[config.mk]
export PLATFORM = sky130hd
export DESIGN_NAME = evrf_wb_arb
export DESIGN_NICKNAME = d
export VERILOG_FILES = /design/src/rtl/npu_pkg.sv /design/src/rtl/rr_arbiter.sv /design/src/rtl/evrf_wb_arb.sv
export SDC_FILE = /design/constraint.sdc
export NUM_CORES = 1
export LEC_CHECK = 0
export ABC_AREA = 1
export CAP_MARGIN = 15
export CORE_ASPECT_RATIO = 0.8
export CORE_MARGIN = 4
export CORE_UTILIZATION = 38
export CTS_CLUSTER_SIZE = 24
export DETAILED_ROUTE_END_ITERATION = 10
export PLACE_DENSITY = 0.85
export SYNTH_ARGS = -nofsm -noshare
export SYNTH_HDL_FRONTEND = slang
export SYNTH_SLANG_ARGS = --single-unit
[constraint.sdc]
create_clock -name clk -period 3.05 [get_ports clk]
set_input_delay 0.305 -clock clk [delete_from_list [all_inputs] [get_ports clk]]
set_output_delay 0.305 -clock clk [all_outputs]
set_load 0.005 [all_outputs]
[src/rtl/npu_pkg.sv]
// Shared NPU definitions: write-back arbiter FSM states and requester indices.
package npu_pkg;

    typedef enum logic {
        IDLE  = 1'b0,
        GRANT = 1'b1
    } wb_arb_state_t;

    localparam int WB_NREQ     = 3;
    localparam int WB_REQ_MFU0 = 0;
    localparam int WB_REQ_MFU1 = 1;
    localparam int WB_REQ_LD   = 2;

endpackage

[src/rtl/rr_arbiter.sv]
// Combinational round-robin pick: first requester at or after i_ptr (wrapping)
// that is requesting and not masked by i_excl.
module rr_arbiter #(
    parameter int N  = 3,
    parameter int PW = 2
) (
    input  logic [N-1:0]  i_req,
    input  logic [PW-1:0] i_ptr,
    input  logic [N-1:0]  i_excl,
    output logic [N-1:0]  o_gnt,
    output logic          o_found
);

    always_comb begin
        logic found;
        int   idx;
        found = 1'b0;
        idx   = 0;
        o_gnt = '0;
        for (int k = 0; k < N; k++) begin
            idx = (int'(i_ptr) + k) % N;
            if (!found && i_req[idx] && !i_excl[idx]) begin
                o_gnt[idx] = 1'b1;
                found      = 1'b1;
            end
        end
        o_found = found;
    end

endmodule

[src/rtl/evrf_wb_arb.sv]
// Round-robin write-back arbiter for the shared VRF write bus: one owner at a
// time, up to WB_LMT beats per grant, bus driven through one register stage.
module evrf_wb_arb
    import npu_pkg::*;
#(
    parameter int NREQ    = 3,
    parameter int ACCW    = 16,
    parameter int DOTW    = 4,
    parameter int NVRF    = 2,
    parameter int VRFAW   = 6,
    parameter int WB_LMT  = 8,
    parameter int WB_LMTW = 4
) (
    input  logic                        clk,
    input  logic                        rst,
    input  logic [NREQ-1:0]             i_req_valid,
    output logic [NREQ-1:0]             o_req_ready,
    input  logic [NREQ-1:0]             i_req_last,
    input  logic [NREQ*2*NVRF-1:0]      i_req_id,
    input  logic [NREQ*VRFAW-1:0]       i_req_vrf0_addr,
    input  logic [NREQ*VRFAW-1:0]       i_req_vrf1_addr,
    input  logic [NREQ*ACCW*DOTW-1:0]   i_req_data,
    output logic                        o_vrf_wr_en,
    output logic [2*NVRF-1:0]           o_vrf_wr_id,
    output logic [VRFAW-1:0]            o_vrf0_wr_addr,
    output logic [VRFAW-1:0]            o_vrf1_wr_addr,
    output logic [ACCW*DOTW-1:0]        o_vrf_wr_data,
    output logic [NREQ-1:0]             o_wb_done,
    output logic                        o_err
);

    localparam int PW  = (NREQ > 1) ? $clog2(NREQ) : 1;
    localparam int IDW = 2 * NVRF;
    localparam int DW  = ACCW * DOTW;

    wb_arb_state_t      state_q, state_d;
    logic [NREQ-1:0]    gnt_q, gnt_d;
    logic [WB_LMTW-1:0] beat_cnt_q, beat_cnt_d;
    logic [PW-1:0]      rr_ptr_q, rr_ptr_d;
    logic               wr_en_q, wr_en_d;
    logic [IDW-1:0]     wr_id_q, wr_id_d;
    logic [VRFAW-1:0]   wr_a0_q, wr_a0_d;
    logic [VRFAW-1:0]   wr_a1_q, wr_a1_d;
    logic [DW-1:0]      wr_data_q, wr_data_d;
    logic [NREQ-1:0]    done_q, done_d;
    logic               err_q, err_d;

    logic [IDW-1:0]     req_id   [NREQ];
    logic [VRFAW-1:0]   req_a0   [NREQ];
    logic [VRFAW-1:0]   req_a1   [NREQ];
    logic [DW-1:0]      req_data [NREQ];

    genvar gi;
    generate
        for (gi = 0; gi < NREQ; gi++) begin : g_unpack
            assign req_id[gi]   = i_req_id[gi*IDW +: IDW];
            assign req_a0[gi]   = i_req_vrf0_addr[gi*VRFAW +: VRFAW];
            assign req_a1[gi]   = i_req_vrf1_addr[gi*VRFAW +: VRFAW];
            assign req_data[gi] = i_req_data[gi*DW +: DW];
        end
    endgenerate

    // Owner-side view of the request lanes, selected by the one-hot grant.
    logic [PW-1:0]    own_idx;
    logic             sel_last;
    logic [IDW-1:0]   sel_id;
    logic [VRFAW-1:0] sel_a0;
    logic [VRFAW-1:0] sel_a1;
    logic [DW-1:0]    sel_data;

    always_comb begin
        own_idx  = '0;
        sel_last = 1'b0;
        sel_id   = '0;
        sel_a0   = '0;
        sel_a1   = '0;
        sel_data = '0;
        for (int i = 0; i < NREQ; i++) begin
            if (gnt_q[i]) begin
                own_idx  = PW'(i);
                sel_last = i_req_last[i];
                sel_id   = req_id[i];
                sel_a0   = req_a0[i];
                sel_a1   = req_a1[i];
                sel_data = req_data[i];
            end
        end
    end

    logic            acc;
    logic            at_lmt;
    logic            release_now;
    logic [PW-1:0]   next_ptr;
    logic [PW-1:0]   arb_ptr;
    logic [NREQ-1:0] arb_excl;
    logic [NREQ-1:0] arb_gnt;
    logic            arb_found;

    assign acc         = |(gnt_q & i_req_valid);
    assign at_lmt      = (beat_cnt_q == WB_LMTW'(WB_LMT - 1));
    assign release_now = acc && (sel_last || at_lmt);
    assign next_ptr    = (own_idx == PW'(NREQ - 1)) ? '0 : own_idx + PW'(1);

    // One arbiter serves both searches; during handover the releasing owner is masked.
    assign arb_ptr  = (state_q == GRANT) ? next_ptr : rr_ptr_q;
    assign arb_excl = (state_q == GRANT) ? gnt_q : '0;

    rr_arbiter #(
        .N  (NREQ),
        .PW (PW)
    ) u_rr (
        .i_req   (i_req_valid),
        .i_ptr   (arb_ptr),
        .i_excl  (arb_excl),
        .o_gnt   (arb_gnt),
        .o_found (arb_found)
    );

    always_comb begin
        state_d    = state_q;
        gnt_d      = gnt_q;
        beat_cnt_d = beat_cnt_q;
        rr_ptr_d   = rr_ptr_q;
        wr_en_d    = 1'b0;
        wr_id_d    = wr_id_q;
        wr_a0_d    = wr_a0_q;
        wr_a1_d    = wr_a1_q;
        wr_data_d  = wr_data_q;
        done_d     = '0;
        err_d      = err_q;
        case (state_q)
            IDLE: begin
                if (arb_found) begin
                    state_d    = GRANT;
                    gnt_d      = arb_gnt;
                    beat_cnt_d = '0;
                end
            end
            GRANT: begin
                if (acc) begin
                    beat_cnt_d = beat_cnt_q + WB_LMTW'(1);
                    if (sel_id == '0) begin
                        err_d = 1'b1;
                    end else begin
                        wr_en_d   = 1'b1;
                        wr_id_d   = sel_id;
                        wr_a0_d   = sel_a0;
                        wr_a1_d   = sel_a1;
                        wr_data_d = sel_data;
                    end
                end
                if (release_now) begin
                    rr_ptr_d   = next_ptr;
                    beat_cnt_d = '0;
                    if (sel_last) begin
                        done_d = gnt_q;
                    end
                    if (arb_found) begin
                        gnt_d = arb_gnt;
                    end else begin
                        state_d = IDLE;
                        gnt_d   = '0;
                    end
                end
            end
            default: begin
                state_d = IDLE;
                gnt_d   = '0;
            end
        endcase
    end

    always_ff @(posedge clk or negedge rst) begin
        if (!rst) begin
            state_q    <= IDLE;
            gnt_q      <= '0;
            beat_cnt_q <= '0;
            rr_ptr_q   <= '0;
            wr_en_q    <= 1'b0;
            wr_id_q    <= '0;
            wr_a0_q    <= '0;
            wr_a1_q    <= '0;
            wr_data_q  <= '0;
            done_q     <= '0;
            err_q      <= 1'b0;
        end else begin
            state_q    <= state_d;
            gnt_q      <= gnt_d;
            beat_cnt_q <= beat_cnt_d;
            rr_ptr_q   <= rr_ptr_d;
            wr_en_q    <= wr_en_d;
            wr_id_q    <= wr_id_d;
            wr_a0_q    <= wr_a0_d;
            wr_a1_q    <= wr_a1_d;
            wr_data_q  <= wr_data_d;
            done_q     <= done_d;
            err_q      <= err_d;
        end
    end

    assign o_req_ready    = gnt_q;
    assign o_vrf_wr_en    = wr_en_q;
    assign o_vrf_wr_id    = wr_id_q;
    assign o_vrf0_wr_addr = wr_a0_q;
    assign o_vrf1_wr_addr = wr_a1_q;
    assign o_vrf_wr_data  = wr_data_q;
    assign o_wb_done      = done_q;
    assign o_err          = err_q;

endmodule

* Word level (Yosys, flattened, before mapping)
Cells that the tools add are included.
** Cells by class
- Add/subtract/negate cells :: 4
- Multipliers :: 0
- Divide/modulo/power cells :: 3
- $lt $le $gt $ge :: 6
- Equality and inequality tests :: 5
- Shift-type cells :: 0
- Mux-type cells :: 67
- Bitwise operators :: 5
- Reductions and logical operators :: 22
** Operator list (number)
- 64-bit two-way mux :: 3
- 32-bit by 1-bit >= comparator with 1-bit output (second input constant) :: 3
- 32-bit by 4-bit < comparator with 1-bit output (second input constant) :: 3
- 32-bit by 3-bit modulo with 32-bit output (second input constant) :: 2
- 6-bit two-way mux :: 6
- 3-bit by 3-bit modulo with 32-bit output (second input constant) :: 1
- 3-bit two-way mux :: 10
- 1-bit two-way mux :: 27
- 4-bit two-way mux :: 6
- 1-bit binary-select mux with 2-bit select :: 6
- 1-bit logical AND :: 9
- 4-bit one-hot mux with 2 select lines :: 1
- 1-bit demux with 2-bit select :: 3
- 2-bit two-way mux :: 3
- 3-bit OR :: 2
- 3-bit one-hot mux with 2 select lines :: 1
- 2-bit AND reduction :: 3
- 3-bit AND reduction :: 2
- 1-bit zero test :: 5
- 4-bit by 1-bit adder with 4-bit output (second input constant) :: 1
- 4-bit by 3-bit == test with 1-bit output (second input constant) :: 1
- 4-bit zero test :: 1
- 2-bit by 1-bit adder with 3-bit output (second input constant) :: 1
- 2-bit by 2-bit adder with 3-bit output (second input constant) :: 1
- other kinds (10) :: 11
** Word-level totals
- Register bits :: 95
- Latch bits :: 0
- Memory bits (writable) :: 0
- Memory bits (read-only) :: 0
- Input bits :: 248
- Output and inout port bits :: 88
- Logic and storage cells :: 123
- Memories kept :: 0

* Logic depth before layout (Yosys ltp)
- Depth after elaboration :: 23
- Gate-level depth with buffers :: 20
- Depth with buffers taken out :: 18

* By module
A second synthesis with hierarchy kept.
** Unflattened totals
- Cell total of the unflattened synthesis :: 875
- Area total of the unflattened synthesis :: 6870.3 um^2
** Modules (own cells, without submodules)
- evrf_wb_arb :: times used 1, cells an instance 813, area an instance 6560.0 um^2, sequential area each 2377.3 um^2
- rr_arbiter :: times used 1, cells an instance 62, area an instance 310.3 um^2, sequential area each 0.0 um^2

* Least setup slack after synthesis
OpenSTA, ideal clock, no wires.
- Kind :: register to register
- Start point :: register gnt_q[2], in the netlist o_req_ready[2]
- End point :: register gnt_q[0], in the netlist o_req_ready[0]
- Setup time :: 0.117 ns
- Arrival time :: 2.403 ns
- Required time :: 2.933 ns
- Setup slack :: 0.530 ns
- Stages on the path, launching flop included :: 16
- Path buffers :: 3
- Clock period less this slack :: 2.520 ns
- Path through :: dfrtp_1 -> buf_2 -> buf_2 -> clkbuf_1 -> nor2_1 -> a21oi_1 -> inv_1 -> ha_1 -> nand4_1 -> nand2_1 -> nand2_1 -> nand3_1 -> nand2_1 -> nand2_1 -> nand2_1 -> nand2_1
** On the way
- Cells in the longest elaborated chain, start to end :: 22
- Elaborated cells on any way between the ends :: 74
- Those cells by class :: add/sub (3); div (3); order compare (6); eq/ne (3); mux (39); bitwise (3); reduce/logical (17)
** Ends and longest elaborated chain
- start: declaration :: line evrf_wb_arb.sv:37 : logic [NREQ-1:0] gnt_q, gnt_d;
- start signal: assignment :: line evrf_wb_arb.sv:188 : gnt_q <= gnt_d;
- parallel branches: the longest is 22 deep, another holds 32-bit by 3-bit modulo with 32-bit output
Several ways; the timed one is not identified. The select of a mux whose other input is x is not followed.
A chain may end at the register's enable or synchronous reset.

* Worst setup path after layout
- Start point :: register state_q
- End point :: register beat_cnt_q[2]
** On the way
- Cells in the longest elaborated chain, start to end :: 18
- Elaborated cells on any way between the ends :: 43
- Those cells by class :: add/sub (2); div (3); eq/ne (2); mux (24); bitwise (1); reduce/logical (11)
** Ends and longest elaborated chain
- start: declaration :: line evrf_wb_arb.sv:36 : wb_arb_state_t state_q, state_d;
- start signal: assignment :: line evrf_wb_arb.sv:187 : state_q <= state_d;
- parallel branches: the longest is 18 deep, another holds 32-bit by 3-bit modulo with 32-bit output
- end signal: assignment :: line evrf_wb_arb.sv:189 : beat_cnt_q <= beat_cnt_d;
- end: declaration :: line evrf_wb_arb.sv:38 : logic [WB_LMTW-1:0] beat_cnt_q, beat_cnt_d;
Several ways; the timed one is not identified. The select of a mux whose other input is x is not followed.

==> results_dict.tcl <==
set metrics [dict create \
    skew_ps 3.20 \
    grt_pass1_wl_mm 31.7 \
    achievable-frequency_mhz 387 \
    postSynthCellCount 836 \
    setup_viol 0 \
    grt_max_degree 81 \
    total_switching_power_uw 528 \
    power_switching_share 0.187 \
    timing_hold_violations_final 0 \
    leakage_uw 0.00449 \
    start_util 0.389 \
    cts.htree.levels 3 \
    timing_max_transition_violations_final 0 \
    yosysSeqAreaShare 0.427 \
    sequential_cell_area_sq_um 2380 \
    initialDrtViolationCount 368 \
    ant_nets 0 \
    worstPathRequired_ps 3270 \
    grt_pass1_vias 6261 \
    mappedNetlistArea_sq_um 5570 \
    buffer_ports.inserted 335 \
    fin_crit_ps 2580 \
    wire_per_inst_microns 15.5 \
    power.ir.vdd_worst_uv 256 \
    leading_cell_types_by_total_area_after_synthesis "sky130_fd_sc_hd__dfrtp_1 43%, sky130_fd_sc_hd__nand2_1 31%, sky130_fd_sc_hd__nand3_1 16%" \
    critPathMaxStageDelay_ps 460 \
    postCtsSetupRepairBufs 0 \
    cts_num_sinks 95 \
    share_clk_of_total_power 0.428 \
    num_io_pins 336 \
    slew_headroom 0.436 \
    cts_made_buffers 9 \
    synth_largest_area_cell "sky130_fd_sc_hd__dfrtp_1" \
    fillCellCount 1275 \
    timing.critical_path.cells "o21ai_0 > inv_1 > ha_1 > inv_1 > nand2_1 > nand2_1 > nand2_1 > nand2_1 > nand3_1 > nand2_1 > nand2_1 > nand2_1 > nand2_1" \
    arrival_ps 2800 \
    run_status "complete, no violations" \
    worst_min_path_class "primary input to async pin" \
    crit_path_max_fanout 10 \
    clock_path_buffers 2 \
    synth-warning-count 0 \
    setup.reg_to_reg.worst_slack_ps 470 \
    crit_path_start "state_q" \
    setup.worst_path.end_class "register" \
    globalRouteOverflowTotal 0 \
    core_sq_um 14300 \
    synth.top_cell.area_share 0.427 \
    initial_antenna_violation_count 0 \
    timing.critical_path.from_type "register" \
    worst_setup_hold_path_clk_slew_ps 60 \
    critical_path_class "register to register" \
    p_int_uw 2300 \
    slew_at_the_pin_with_the_worst_max_slew_slack_ps 846 \
    timing.final.crit_share 0.847 \
    critical_path.n_buffers_inverters 2 \
    fp.dieW_microns 143 \
    drcViolationCount 0 \
    synth_nets 1089 \
    via_density_per_instance 4.93 \
    wirelength_mm 20.7 \
    setup_tns_ps 0 \
    yosys_register_bits 95 \
    worst_skew_pair.late_latency_ps 330 \
    power_frac_seq 0.445 \
    place_hpwl_mm 15.7 \
    dominant_delay_contributor_by_cell_family_on_the_critical_path "simple AND/OR/NAND/NOR gates" \
    cts.root.buffer_cell "sky130_fd_sc_hd__clkbuf_16" \
    antennaDiodeCount 0 \
    cp_common_cell "sky130_fd_sc_hd__nand2_1" \
    dieArea_sq_um 16700 \
    place_congestion 0.802 \
    design.final.nets 1395 \
    power_per_cell_area_nw_per_um2 303 \
    track_usage 0.238 \
    cpMaxStageDelayCell "sky130_fd_sc_hd__o21ai_0" \
    drt_pre_antenna_iters 5 \
    cts.repair.resized 0 \
    multi_input_combinational_cell_area_sq_um 2860 \
    postCtsHoldBufs 0 \
    finalCoreUtilization 0.652 \
    timing.max_cap.violations 0 \
    critical_path.reg2reg.startpoint "state_q" \
    number_of_different_library_cells_in_the_post_synthesis_netlist 24 \
    final_layout_size_suffix_gt1_frac 0.0323 \
    rsz_0062_raised_after_global_routing "false" \
    postSynthAreaPerCell_sq_um 6.66 \
    power.share.combinational 0.126 \
    detailroute.via_count 6562 \
    cts_tree "built" \
    synthToLayoutAreaGrowth_pct 67.5 \
    die_height_microns 116 \
    rows 39 \
]
-- final timing paths --
path	to	cells past startpoint
worst max register to register	beat_cnt_q[2]	13
min in group clk	o_vrf_wr_data[42]	2
max in group asynchronous	rr_ptr_q[0]	2
worst max-delay path	beat_cnt_q[2]	13
worst min register to register	o_vrf_wr_data[42]	2
worst min-delay path	o_vrf1_wr_addr[0]	1
-- state kept, by name, indices dropped and copies added (netlist names) --
signal          cells
o_vrf_wr_data      64
o_err               1
state_q             1
o_wb_done           3
beat_cnt_q          4
o_vrf_wr_en         1
o_vrf0_wr_addr      6
o_vrf1_wr_addr      6
rr_ptr_q            2
o_vrf_wr_id         4
o_req_ready         3
-- layer usage --
metal | vias to the layer above | part of all wire | global-route usage
li1 | 3273 | - | -
met1 | 2965 | 0.39 | 0.286
met2 | 295 | 0.50 | 0.430
met3 | 29 | 0.097 | 0.0618
met4 | 0 | 0.021 | 0.0552
met5 | - | 0 | 0
-- Yosys cell counts (all sizes together) --
library cell	instances
nand2	459
nor3	1
nor3b	1
dfrtp	95
nor2	11
clkbuf	16
xor2	1
o31ai	1
o21bai	1
nand4	7
or2	1
inv	17
a21oi	2
buf	36
ha	5
nand3	179
o21ai	3
-- cell type report --
type | instances | share of cell area
Clock buffer | 13 | 0.0279
Multi-Input combinational cell | 672 | 0.306
Timing Repair Buffer | 347 | 0.372
Sequential cell | 95 | 0.255
Tap cell | 184 | 0.0247
Inverter | 17 | 0.00711
Clock inverter | 3 | 0.00698
-- stage by stage --
step	instances	hold slack, ps	area [sq um]	setup slack (ps)	power (uW)
after floorplan	836	9.41	5570	530	1290
after global placement	1315	386	9000	555	1640
after detailed placement	1315	384	9000	521	1640
after CTS	1331	32.4	9320	510	2860
after global routing	1331	45.7	9320	183	2950
final	1331	1.68	9320	465	2830
-- cell families after synthesis --
| family | synth area share |
|---|---|
| adders and majority gates | 0.0112 |
| AOI/OAI and AO/OA | 0.00719 |
| DFF | 0.427 |
| and+or+nand+nor | 0.490 |
| xor gates and xnor gates | 0.00157 |
| buffers and inverters | 0.0625 |
-- power by group through the flow --
stage	logic (uW)	clock network [uW]	registers (uW)
floorplan	10.7	0	1280
global placement	357	0	1280
detailed placement	358	0	1280
CTS	360	1240	1260
global route	381	1310	1260
finish	357	1210	1260
-- layout by cell type (no fill, tap or decap) --
cell type,n
sky130_fd_sc_hd__a21oi_1,2
sky130_fd_sc_hd__buf_12,2
sky130_fd_sc_hd__buf_4,11
sky130_fd_sc_hd__bufinv_16,2
sky130_fd_sc_hd__clkbuf_1,2
sky130_fd_sc_hd__clkbuf_16,9
sky130_fd_sc_hd__clkbuf_8,2
sky130_fd_sc_hd__clkdlybuf4s50_1,334
sky130_fd_sc_hd__clkinv_2,1
sky130_fd_sc_hd__dfrtp_1,93
sky130_fd_sc_hd__dfrtp_2,2
sky130_fd_sc_hd__ha_1,5
sky130_fd_sc_hd__inv_1,13
sky130_fd_sc_hd__inv_2,3
sky130_fd_sc_hd__inv_4,1
sky130_fd_sc_hd__nand2_1,458
sky130_fd_sc_hd__nand2_4,1
sky130_fd_sc_hd__nand3_1,179
sky130_fd_sc_hd__nand4_1,7
sky130_fd_sc_hd__nor2_1,9
sky130_fd_sc_hd__nor2_4,2
sky130_fd_sc_hd__nor3_1,1
sky130_fd_sc_hd__nor3b_1,1
sky130_fd_sc_hd__o21ai_0,2
sky130_fd_sc_hd__o21ai_1,1
sky130_fd_sc_hd__o21bai_1,1
sky130_fd_sc_hd__o31ai_1,1
sky130_fd_sc_hd__or2_2,1
sky130_fd_sc_hd__xor2_1,1
No activity file was read; power rests on OpenSTA's default activity.
